$ cat config.mk
export PLATFORM = sky130hd
export DESIGN_NAME = mu0_fbc_control_fsm
export DESIGN_NICKNAME = d
export VERILOG_FILES = /design/src/rtl/mu0_fbc_control_fsm.sv
export SDC_FILE = /design/constraint.sdc
export NUM_CORES = 1
export LEC_CHECK = 0
export ABC_AREA = 1
export CORE_MARGIN = 5
export CORE_UTILIZATION = 40
export DETAILED_ROUTE_END_ITERATION = 10
export PLACE_DENSITY = 0.66
export RECOVER_POWER = 50
export SYNTH_ARGS = -nofsm -noshare
export SYNTH_HDL_FRONTEND = slang
export SYNTH_SLANG_ARGS = --single-unit
$ cat constraint.sdc
create_clock -name clk -period 4.4 [get_ports clk]
set_input_delay 0.88 -clock clk [delete_from_list [all_inputs] [get_ports clk]]
set_output_delay 0.88 -clock clk [all_outputs]
set_load 0.03 [all_outputs]
$ cat src/rtl/mu0_fbc_control_fsm.sv
// MU0 control sequencer with FBC (Fibonacci) iteration support.
// Drives phase strobes, Fib_Check, and bounded FBC iteration status.
module mu0_fbc_control_fsm #(
  parameter int OPC_W = 4,
  parameter logic [OPC_W-1:0] OPC_LDA = 4'd0,
  parameter logic [OPC_W-1:0] OPC_ADD = 4'd2,
  parameter logic [OPC_W-1:0] OPC_SUB = 4'd3,
  parameter logic [OPC_W-1:0] OPC_STP = 4'd7,
  parameter logic [OPC_W-1:0] OPC_FBC = 4'd8,
  parameter int MAX_ITER = 4095
) (
  input  logic             clk,
  input  logic             rst_n,
  input  logic             Run,
  input  logic [OPC_W-1:0] IR_Opcode,
  input  logic             FBC_State,
  output logic             Fetch,
  output logic             Exec1,
  output logic             Exec2,
  output logic             Halted,
  output logic             Fib_Check,
  output logic [11:0]      Fib_Iter,
  output logic             Fib_Done,
  output logic             Fib_Timeout
);

  typedef enum logic [2:0] {
    S_IDLE,
    S_FETCH,
    S_EXEC1,
    S_EXEC2,
    S_HALT
  } state_t;

  localparam logic [11:0] MAX_L = 12'(MAX_ITER);

  state_t      state;
  state_t      state_nxt;
  logic [11:0] iter_nxt;
  logic [11:0] iter_inc;
  logic        done_nxt;
  logic        to_nxt;
  logic        is_fbc;
  logic        is_mem;

  assign is_fbc = (IR_Opcode == OPC_FBC);
  assign is_mem = (IR_Opcode == OPC_LDA) ||
                  (IR_Opcode == OPC_ADD) ||
                  (IR_Opcode == OPC_SUB);

  // Count includes the current EXEC2 cycle; saturating.
  assign iter_inc = (Fib_Iter >= MAX_L) ? MAX_L
                                        : Fib_Iter + 12'd1;

  assign Fetch     = (state == S_FETCH);
  assign Exec1     = (state == S_EXEC1);
  assign Exec2     = (state == S_EXEC2);
  assign Halted    = (state == S_HALT);
  assign Fib_Check = (Exec1 | Exec2) & is_fbc;

  always_comb begin
    state_nxt = state;
    iter_nxt  = Fib_Iter;
    done_nxt  = 1'b0;
    to_nxt    = Fib_Timeout;
    case (state)
      S_IDLE: begin
        if (Run) state_nxt = S_FETCH;
      end
      S_FETCH: state_nxt = S_EXEC1;
      S_EXEC1: begin
        if (IR_Opcode == OPC_STP) begin
          state_nxt = S_HALT;
        end else if (is_fbc) begin
          iter_nxt = 12'd0;
          to_nxt   = 1'b0;
          if (FBC_State) begin
            state_nxt = S_EXEC2;
          end else begin
            state_nxt = S_FETCH;
            done_nxt  = 1'b1;
          end
        end else if (is_mem) begin
          state_nxt = S_EXEC2;
        end else begin
          state_nxt = S_FETCH;
        end
      end
      S_EXEC2: begin
        state_nxt = S_FETCH;
        if (is_fbc) begin
          iter_nxt = iter_inc;
          if (FBC_State && iter_inc < MAX_L) begin
            state_nxt = S_EXEC2;
          end else if (!FBC_State) begin
            done_nxt = 1'b1;
          end else begin
            to_nxt = 1'b1;
          end
        end
      end
      S_HALT: state_nxt = S_HALT;
      default: state_nxt = S_IDLE;
    endcase
  end

  always_ff @(posedge clk or negedge rst_n) begin
    if (!rst_n) begin
      state       <= S_IDLE;
      Fib_Iter    <= 12'd0;
      Fib_Done    <= 1'b0;
      Fib_Timeout <= 1'b0;
    end else begin
      state       <= state_nxt;
      Fib_Iter    <= iter_nxt;
      Fib_Done    <= done_nxt;
      Fib_Timeout <= to_nxt;
    end
  end

endmodule
**Yosys cells after proc, flatten, opt, wreduce, memory -nomap -nowiden**

Cells that the tools add are included.

- Register bits after elaboration: 17
- Input bits: 8
- Output and inout port bits: 19
- Word-level logic and storage cells: 56

- $add $sub $neg: 1
- Magnitude comparators: 2
- Equal/unequal tests: 14
- Mux-type cells: 25
- Bitwise gates (word level): 2
- Reductions and logical operators: 8

Operators by type and width:

| kind | count |
|---|---|
| 2-to-1 mux 12 bit | 4 |
| one-hot mux 12 bit (2 select lines) | 1 |
| one-hot mux 3 bit (5 select lines) | 1 |
| adder 12 x 1 -> 12 bit, second input constant | 1 |
| >= comparator 12 bit, second input constant | 1 |
| less-than comparator 12 bit, second input constant | 1 |
| 2-to-1 mux 1 bit | 10 |
| 2-to-1 mux 3 bit | 3 |
| equality test 4 x 2 -> 1 bit, second input constant | 2 |
| 2-to-1 mux 2 bit | 4 |
| inequality test 2 bit, second input constant | 4 |
| equality test 3 x 2 -> 1 bit, second input constant | 2 |
| AND reduction 6 bit | 1 |
| equality test 4 x 3 -> 1 bit, second input constant | 1 |
| equality test 4 bit, second input constant | 1 |
| zero test 4 bit | 1 |
| inequality test 2 x 1 -> 1 bit, second input constant | 2 |
| one-hot mux 1 bit (2 select lines) | 2 |
| AND reduction 4 bit | 1 |
| equality test 3 x 1 -> 1 bit, second input constant | 1 |
| equality test 3 bit, second input constant | 1 |
| zero test 3 bit | 1 |
| logical OR 1 bit | 2 |
| nonzero test 2 bit | 1 |
| 3 further kinds | 3 |

**Logic depth before layout (Yosys ltp)**

Gate-level depths: netlist (run 1).

- Depth after elaboration: 7
- Mapped depth: 11
- Gate-level depth less buffers: 11

**Worst setup path before layout (run 1)**

OpenSTA, ideal clock, no wires.

- Kind: input to output
- Start: input IR_Opcode[1]
- End: output Fib_Check
- Data arrival time: 1715 ps
- Required time: 3520 ps
- Setup slack: 1805 ps
- Stages on the path: 6
- Buffers on the path: 1
- Cell sequence: inv_1 nand2_1 nor3_1 nand3_1 inv_1 buf_2

- Word-level cells in the longest chain between the ends: 2

RTL lines:

| what | RTL line | source |
|---|---|---|
| from (decl) | 15 | `input logic [OPC_W-1:0] IR_Opcode,` |
| equality test 4 bit | 46 | `assign is_fbc = (IR_Opcode == OPC_FBC);` |
| AND 1 bit | 59 | `assign Fib_Check = (Exec1 \| Exec2) & is_fbc;` |
| to (decl) | 21 | `output logic Fib_Check,` |

No other way between the ends.

**Final worst setup path (run 1)**

- Start: input IR_Opcode[0]
- End: output Fib_Check

The elaborated chain is that of the path after synthesis.

==> out/metrics.csv, run 1 <==
stage;metric;value;unit
drt;Routed WL;2.90;mm
layout;final core occ;52.8;%
synthesis;Synth Cell Area;1140;µm²
global_routing;first-pass GRT wire length;4.65;mm
power_and_ir_drop;switching fraction of total power;51.0;%
setup_path;reg2reg setup slack;2.53;ns
cts;CTS Sinks;17;
cts;# H-tree levels;1;
drt;DR iter-0 viols;67;
power_and_ir_drop;Internal;0.459;mW
drt;WL/cell;12.8;µm
placement;Port Buf Inserts;26;
layout;layout cells sized above 1;7.18;%
floorplan;Die ar.;4020;µm²
layout;post-route cell area;1460;µm²
placement;placer congestion estimate;0.858;
setup_path;CP required;3.52;ns
sta;f_max;0.265;GHz
global_routing;total track usage;14.3;%
cts;clk_lat worst skew;0.31;ns
setup_path;Arr. time, crit path;2.89;ns
sta;WHS;0.538;ns
floorplan;core area;2760;µm²
sta;Worst slew margin;42.3;%
floorplan;Initial Util;41.4;%
global_routing;number of global-route vias before repair;1070;
sta;Layout Skew;0.0195;ns
synthesis;post-synthesis sequential area ratio;37.2;%
power_and_ir_drop;Reg power frac;31.8;%
setup_path;CP Launch Type;primary input;
sta;Final Max Slew Viols;0;
sta;Hold Violations, Final;0;
sta;slew at the pin with the worst max-slew slack;0.862;ns
outcome;status;finished clean;
drt;vias;1182;
global_routing;initial antenna violation count;0;
cts;clk buf depth;2;
drt;DR pass1 iterations;4;
sta;RSZ-0062 raised after global routing;false;
sta;total negative slack;0;ns
cts;post-CTS setup buffer count;0;
flow_run;# Max-Cap Violations;0;
drt;DRC viols;0;
floorplan;I/O pin count;27;
cts;Inserted Clock Buffers;3;
drt;via/cell ratio;5.23;
synthesis;Post-Syn Nets;176;
power_and_ir_drop;Tot Pwr;0.937;mW
floorplan;Die Ht;63.4;µm
min_path;Min-Delay Path Class;register to register;
synthesis;synthesis-stage register bit count;17;
global_routing;largest net degree at the start of global routing;18;
placement;Detail Placement HPWL;2.20;mm
synthesis;Avg Synthesized Cell Area;6.84;µm²
sta;fin crit period;3.77;ns
layout;FILL cells;269;
drt;post-route ant nets;0;
cts;Root Buffer;clkbuf_4;
layout;n_diodes;0;
floorplan;row cnt;19;
global_routing;Congestion Overflow GR;0;
setup_path;Crit Path Max Fanout;4;
power_and_ir_drop;power density over the cells;644;nW/µm²
sta;Tcrit/Tclk final;85.6;%
power_and_ir_drop;combinational share of power;58.3;%
layout;Final nets;205;
sta;final setup vio count;0;
cts;clock-pin slew of the registers on the worst-case setup and hold paths;0.13;ns
placement;DP Area;1430;µm²
floorplan;die width;63.4;µm
power_and_ir_drop;maximum VDD drop;0.000394;V
setup_path;crit path capture type;output port;
cts;post-CTS sizing;0;
synthesis;Synth cell types;23;
power_and_ir_drop;P_leak;0.707;nW
cts;cts hold-fix bufs;0;
setup_path;Crit Path Class;primary input to output port;
power_and_ir_drop;clock share of power;9.9;%
layout;synthesis-to-finish area growth;27.4;%
synthesis;Synth warnings;0;
power_and_ir_drop;net switching power;0.478;mW
synthesis;Cells after Synth;167;
cts;CTS tree;done;
==> worst max-delay path, cell delays in order <==
cell and delay (ns):
dlygate4sd3_1 0.53, inv_1 0.08, nand2_1 0.07, nor3_1 0.27, nand3_1 0.22, inv_1 0.15
clkdlybuf4s50_1 0.69
==> layout by cell type (no fill, tap or decap), types with 2 or more instances in the layout <==
cell type        count
nand3_1             17
nor2_2               4
clkdlybuf4s50_1     19
nor3_1               4
a21oi_1              2
clkbuf_4             3
nand4_1              3
nor2_4               2
o21ai_1              5
a22o_1               2
o21ai_0             12
inv_1               30
dfrtp_1             17
nand2_1             46
nor2_1              12
dlygate4sd3_1        7
==> layer usage <==
metal	track usage, %	wire, µm
met2	23.1	1390
met1	17.7	1340
met4	5.97	37
met5	0	0
met3	4.09	134
==> power groups by stage <==
| stage | logic, mW | clock network (mW) | registers [mW] |
|---|---|---|---|
| floorplan | 0.256 | 0 | 0.396 |
| global placement | 0.550 | 0 | 0.298 |
| detailed placement | 0.554 | 0 | 0.301 |
| CTS | 0.557 | 0.0948 | 0.298 |
| global route | 0.596 | 0.102 | 0.309 |
| finish | 0.546 | 0.0924 | 0.298 |
==> sequential cells by signal (all words and copies together) (netlist names) <==
name,count
Fib_Timeout,1
Fib_Iter,12
Fib_Done,1
state,3
==> cell usage after synthesis <==
cell type	instances	area (µm²)
buf_6	1	11.3
xnor2_1	1	8.76
nor2_2	4	25.0
a21oi_1	2	10.0
nand2_2	1	6.26
inv_1	30	113
nand4_1	3	18.8
o21ai_0	12	60.1
nor2_1	12	45.0
nand3_2	1	10.0
nand3_4	1	17.5
buf_2	2	10.0
nand3_1	17	85.1
a22o_1	2	17.5
ha_1	1	12.5
nor3_1	4	20.0
o21ai_1	5	25.0
nand2_1	46	173
mux2i_1	1	10.0
nor4_1	1	6.26
nor2_4	2	22.5
a41o_1	1	10.0
dfrtp_1	17	425
==> per-stage QoR <==
step / std cells / setup slack (ns)
2_1_floorplan: 167 / 1.81
3_3_place_gp: 222 / 0.765
3_5_place_dp: 222 / 0.716
4_1_cts: 226 / 0.714
5_1_grt: 226 / 0.486
6_report: 226 / 0.632
==> final timing paths <==
check | startpoint | to | cells after the start
setup / recovery | IR_Opcode[0] | Fib_Check | 7
hold / removal | Fib_Timeout | Fib_Timeout | 2
setup reg to reg | state[1] | Fib_Iter[11] | 6
hold reg to reg | Fib_Timeout | Fib_Timeout | 2
max in group asynchronous | rst_n | state[2] | 1
min in group asynchronous | rst_n | Fib_Iter[8] | 1
==> logic make-up after synthesis <==
group | share of synthesized area (%)
AO/OA/AOI/OAI | 10.7
XOR/XNOR | 0.767
adder cells (fa/ha/maj) | 1.10
buffers and inverters | 11.7
flip-flops | 37.2
multiplexers | 0.876
AND/OR/NAND/NOR | 37.6
==> area by class of cell <==
| cell class | count | area [µm²] | share of cell area [%] |
|---|---|---|---|
| timing repair buffer | 27 | 268 | 18.4 |
| tap | 31 | 38.8 | 2.67 |
| inverter | 30 | 113 | 7.74 |
| clock buffer | 3 | 22.5 | 1.55 |
| multi-input combinational | 117 | 583 | 40.1 |
| clock inverter | 1 | 5.00 | 0.344 |
| sequential | 17 | 425 | 29.2 |
Note: power is estimated with default switching activity, not from simulation.
==> run 2, diff against run 1 <==
--- a/config.mk
+++ b/config.mk
@@ -9,7 +9,7 @@
 export CORE_MARGIN = 5
 export CORE_UTILIZATION = 40
 export DETAILED_ROUTE_END_ITERATION = 10
-export PLACE_DENSITY = 0.66
+export PLACE_DENSITY = 0.63
 export RECOVER_POWER = 50
 export SYNTH_ARGS = -nofsm -noshare
 export SYNTH_HDL_FRONTEND = slang
==> out/metrics.csv, run 2 (synthesis results as in run 1) <==
stage;metric;value;unit
setup_path;Crit Path Class;primary input to output port;
sta;fin crit period;3.73;ns
global_routing;first-pass GRT wire length;5.15;mm
cts;post-CTS setup buffer count;0;
sta;slew at the pin with the worst max-slew slack;0.861;ns
cts;Inserted Clock Buffers;3;
global_routing;grt met2 use;25.5;%
sta;WHS;0.543;ns
drt;WL/cell;12.7;µm
sta;Hold Violations, Final;0;
min_path;Min-Delay Path Class;register to register;
floorplan;die width;63.4;µm
floorplan;I/O pin count;27;
floorplan;core area;2760;µm²
floorplan;row cnt;19;
setup_path;CP required;3.52;ns
drt;post-route ant nets;0;
drt;vias;1161;
setup_path;Crit Path Max Fanout;4;
sta;Layout Skew;0.00699;ns
drt;Routed WL;2.88;mm
power_and_ir_drop;Tot Pwr;0.935;mW
setup_path;Arr. time, crit path;2.85;ns
layout;multi-input logic area;583;µm²
drt;DRC viols;0;
global_routing;largest net degree at the start of global routing;18;
global_routing;global route hottest layer;met2;
floorplan;Die Ht;63.4;µm
cts;post-CTS sizing;0;
cts;CTS tree;done;
layout;most frequent cells in the layout;nand2_1 (46), inv_1 (30), clkdlybuf4s50_1 (19);
sta;Worst slew margin;42.4;%
layout;most common cell after layout, fill and taps aside;nand2_1;
cts;cts hold-fix bufs;0;
sta;final setup vio count;0;
outcome;status;finished clean;
global_routing;Congestion Overflow GR;0;
setup_path;crit path capture type;output port;
layout;synthesis-to-finish area growth;27.4;%
sta;Tcrit/Tclk final;84.7;%
drt;DR iter-0 viols;57;
placement;Detail Placement HPWL;2.20;mm
global_routing;number of global-route vias before repair;1125;
cts;# H-tree levels;1;
setup_path;CP Launch Type;primary input;
layout;number of flip-flops in the largest register;12;
sta;RSZ-0062 raised after global routing;false;
power_and_ir_drop;power density over the cells;642;nW/µm²
flow_run;# Max-Cap Violations;0;
power_and_ir_drop;maximum VDD drop;0.000430;V
cts;clk buf depth;2;
sta;f_max;0.268;GHz
global_routing;initial antenna violation count;0;
layout;top flop regs;Fib_Iter x12, state x3;
global_routing;total track usage;15.7;%
layout;FILL cells;269;
drt;via/cell ratio;5.14;
layout;n_diodes;0;
drt;DR pass1 iterations;4;
layout;Sequential Area;425;µm²
cts;clk_lat worst skew;0.30;ns
power_and_ir_drop;P_leak;0.707;nW
global_routing;M3 GR Usage;4.44;%
floorplan;Initial Util;41.4;%
global_routing;met1 Use GR;19.6;%
placement;Port Buf Inserts;26;
cts;clock-pin slew of the registers on the worst-case setup and hold paths;0.11;ns
sta;total negative slack;0;ns
cts;CTS Sinks;17;
layout;layout cells sized above 1;7.18;%
layout;Final nets;205;
placement;placer congestion estimate;0.823;
cts;Root Buffer;clkbuf_4;
layout;Biggest register;Fib_Iter;
sta;Final Max Slew Viols;0;
floorplan;Die ar.;4020;µm²
==> run 2: final timing paths <==
| path | start | endpoint | slack [ns] | cells after the start |
|---|---|---|---|---|
| min reg2reg | Fib_Timeout | Fib_Timeout | 0.54 | 2 |
| min in group asynchronous | rst_n | Fib_Iter[8] | 1.10 | 1 |
| min | Fib_Timeout | Fib_Timeout | 0.54 | 2 |
| max in group asynchronous | rst_n | state[0] | 2.80 | 1 |
| max | IR_Opcode[0] | Fib_Check | 0.67 | 7 |
| max reg2reg | state[1] | Fib_Iter[11] | 2.50 | 6 |
==> run 2: metal layers <==
layer | vias to the layer above | wire length (µm)
met5 | - | 0
met4 | 0 | 39
met3 | 4 | 173
met2 | 33 | 1390
met1 | 536 | 1280
li1 | 588 | -
==> run 2: layout make-up <==
| type | instances | share of cell area [%] |
|---|---|---|
| multi-input combinational | 117 | 40.1 |
| sequential | 17 | 29.2 |
| timing repair buffer | 27 | 18.4 |
| inverter | 30 | 7.74 |
| tap | 31 | 2.67 |
| clock buffer | 3 | 1.55 |
| clock inverter | 1 | 0.344 |
==> run 2: power by group <==
group	internal [mW]	total [mW]	switching, mW
Clock	0.0339	0.0883	0.0545
Combinational	0.205	0.547	0.342
Sequential	0.220	0.299	0.0787
Total	0.459	0.935	0.475
==> run 2: worst max-delay path, stage by stage <==
cell and delay [ns]:
dlygate4sd3_1 0.53, inv_1 0.07, nand2_1 0.06, nor3_1 0.27, nand3_1 0.22, inv_1 0.13
clkdlybuf4s50_1 0.69
==> run 2: through the flow <==
step                      area, µm²  std cells  worst slack, ns  util, %
after global routing           1460        226            0.578     52.8
after detailed placement       1430        222            0.757     51.8
after global placement         1430        222            0.790     51.8
final                          1460        226            0.673     52.8
after CTS                      1460        226            0.755     52.8
after floorplan                1140        167             1.81        -
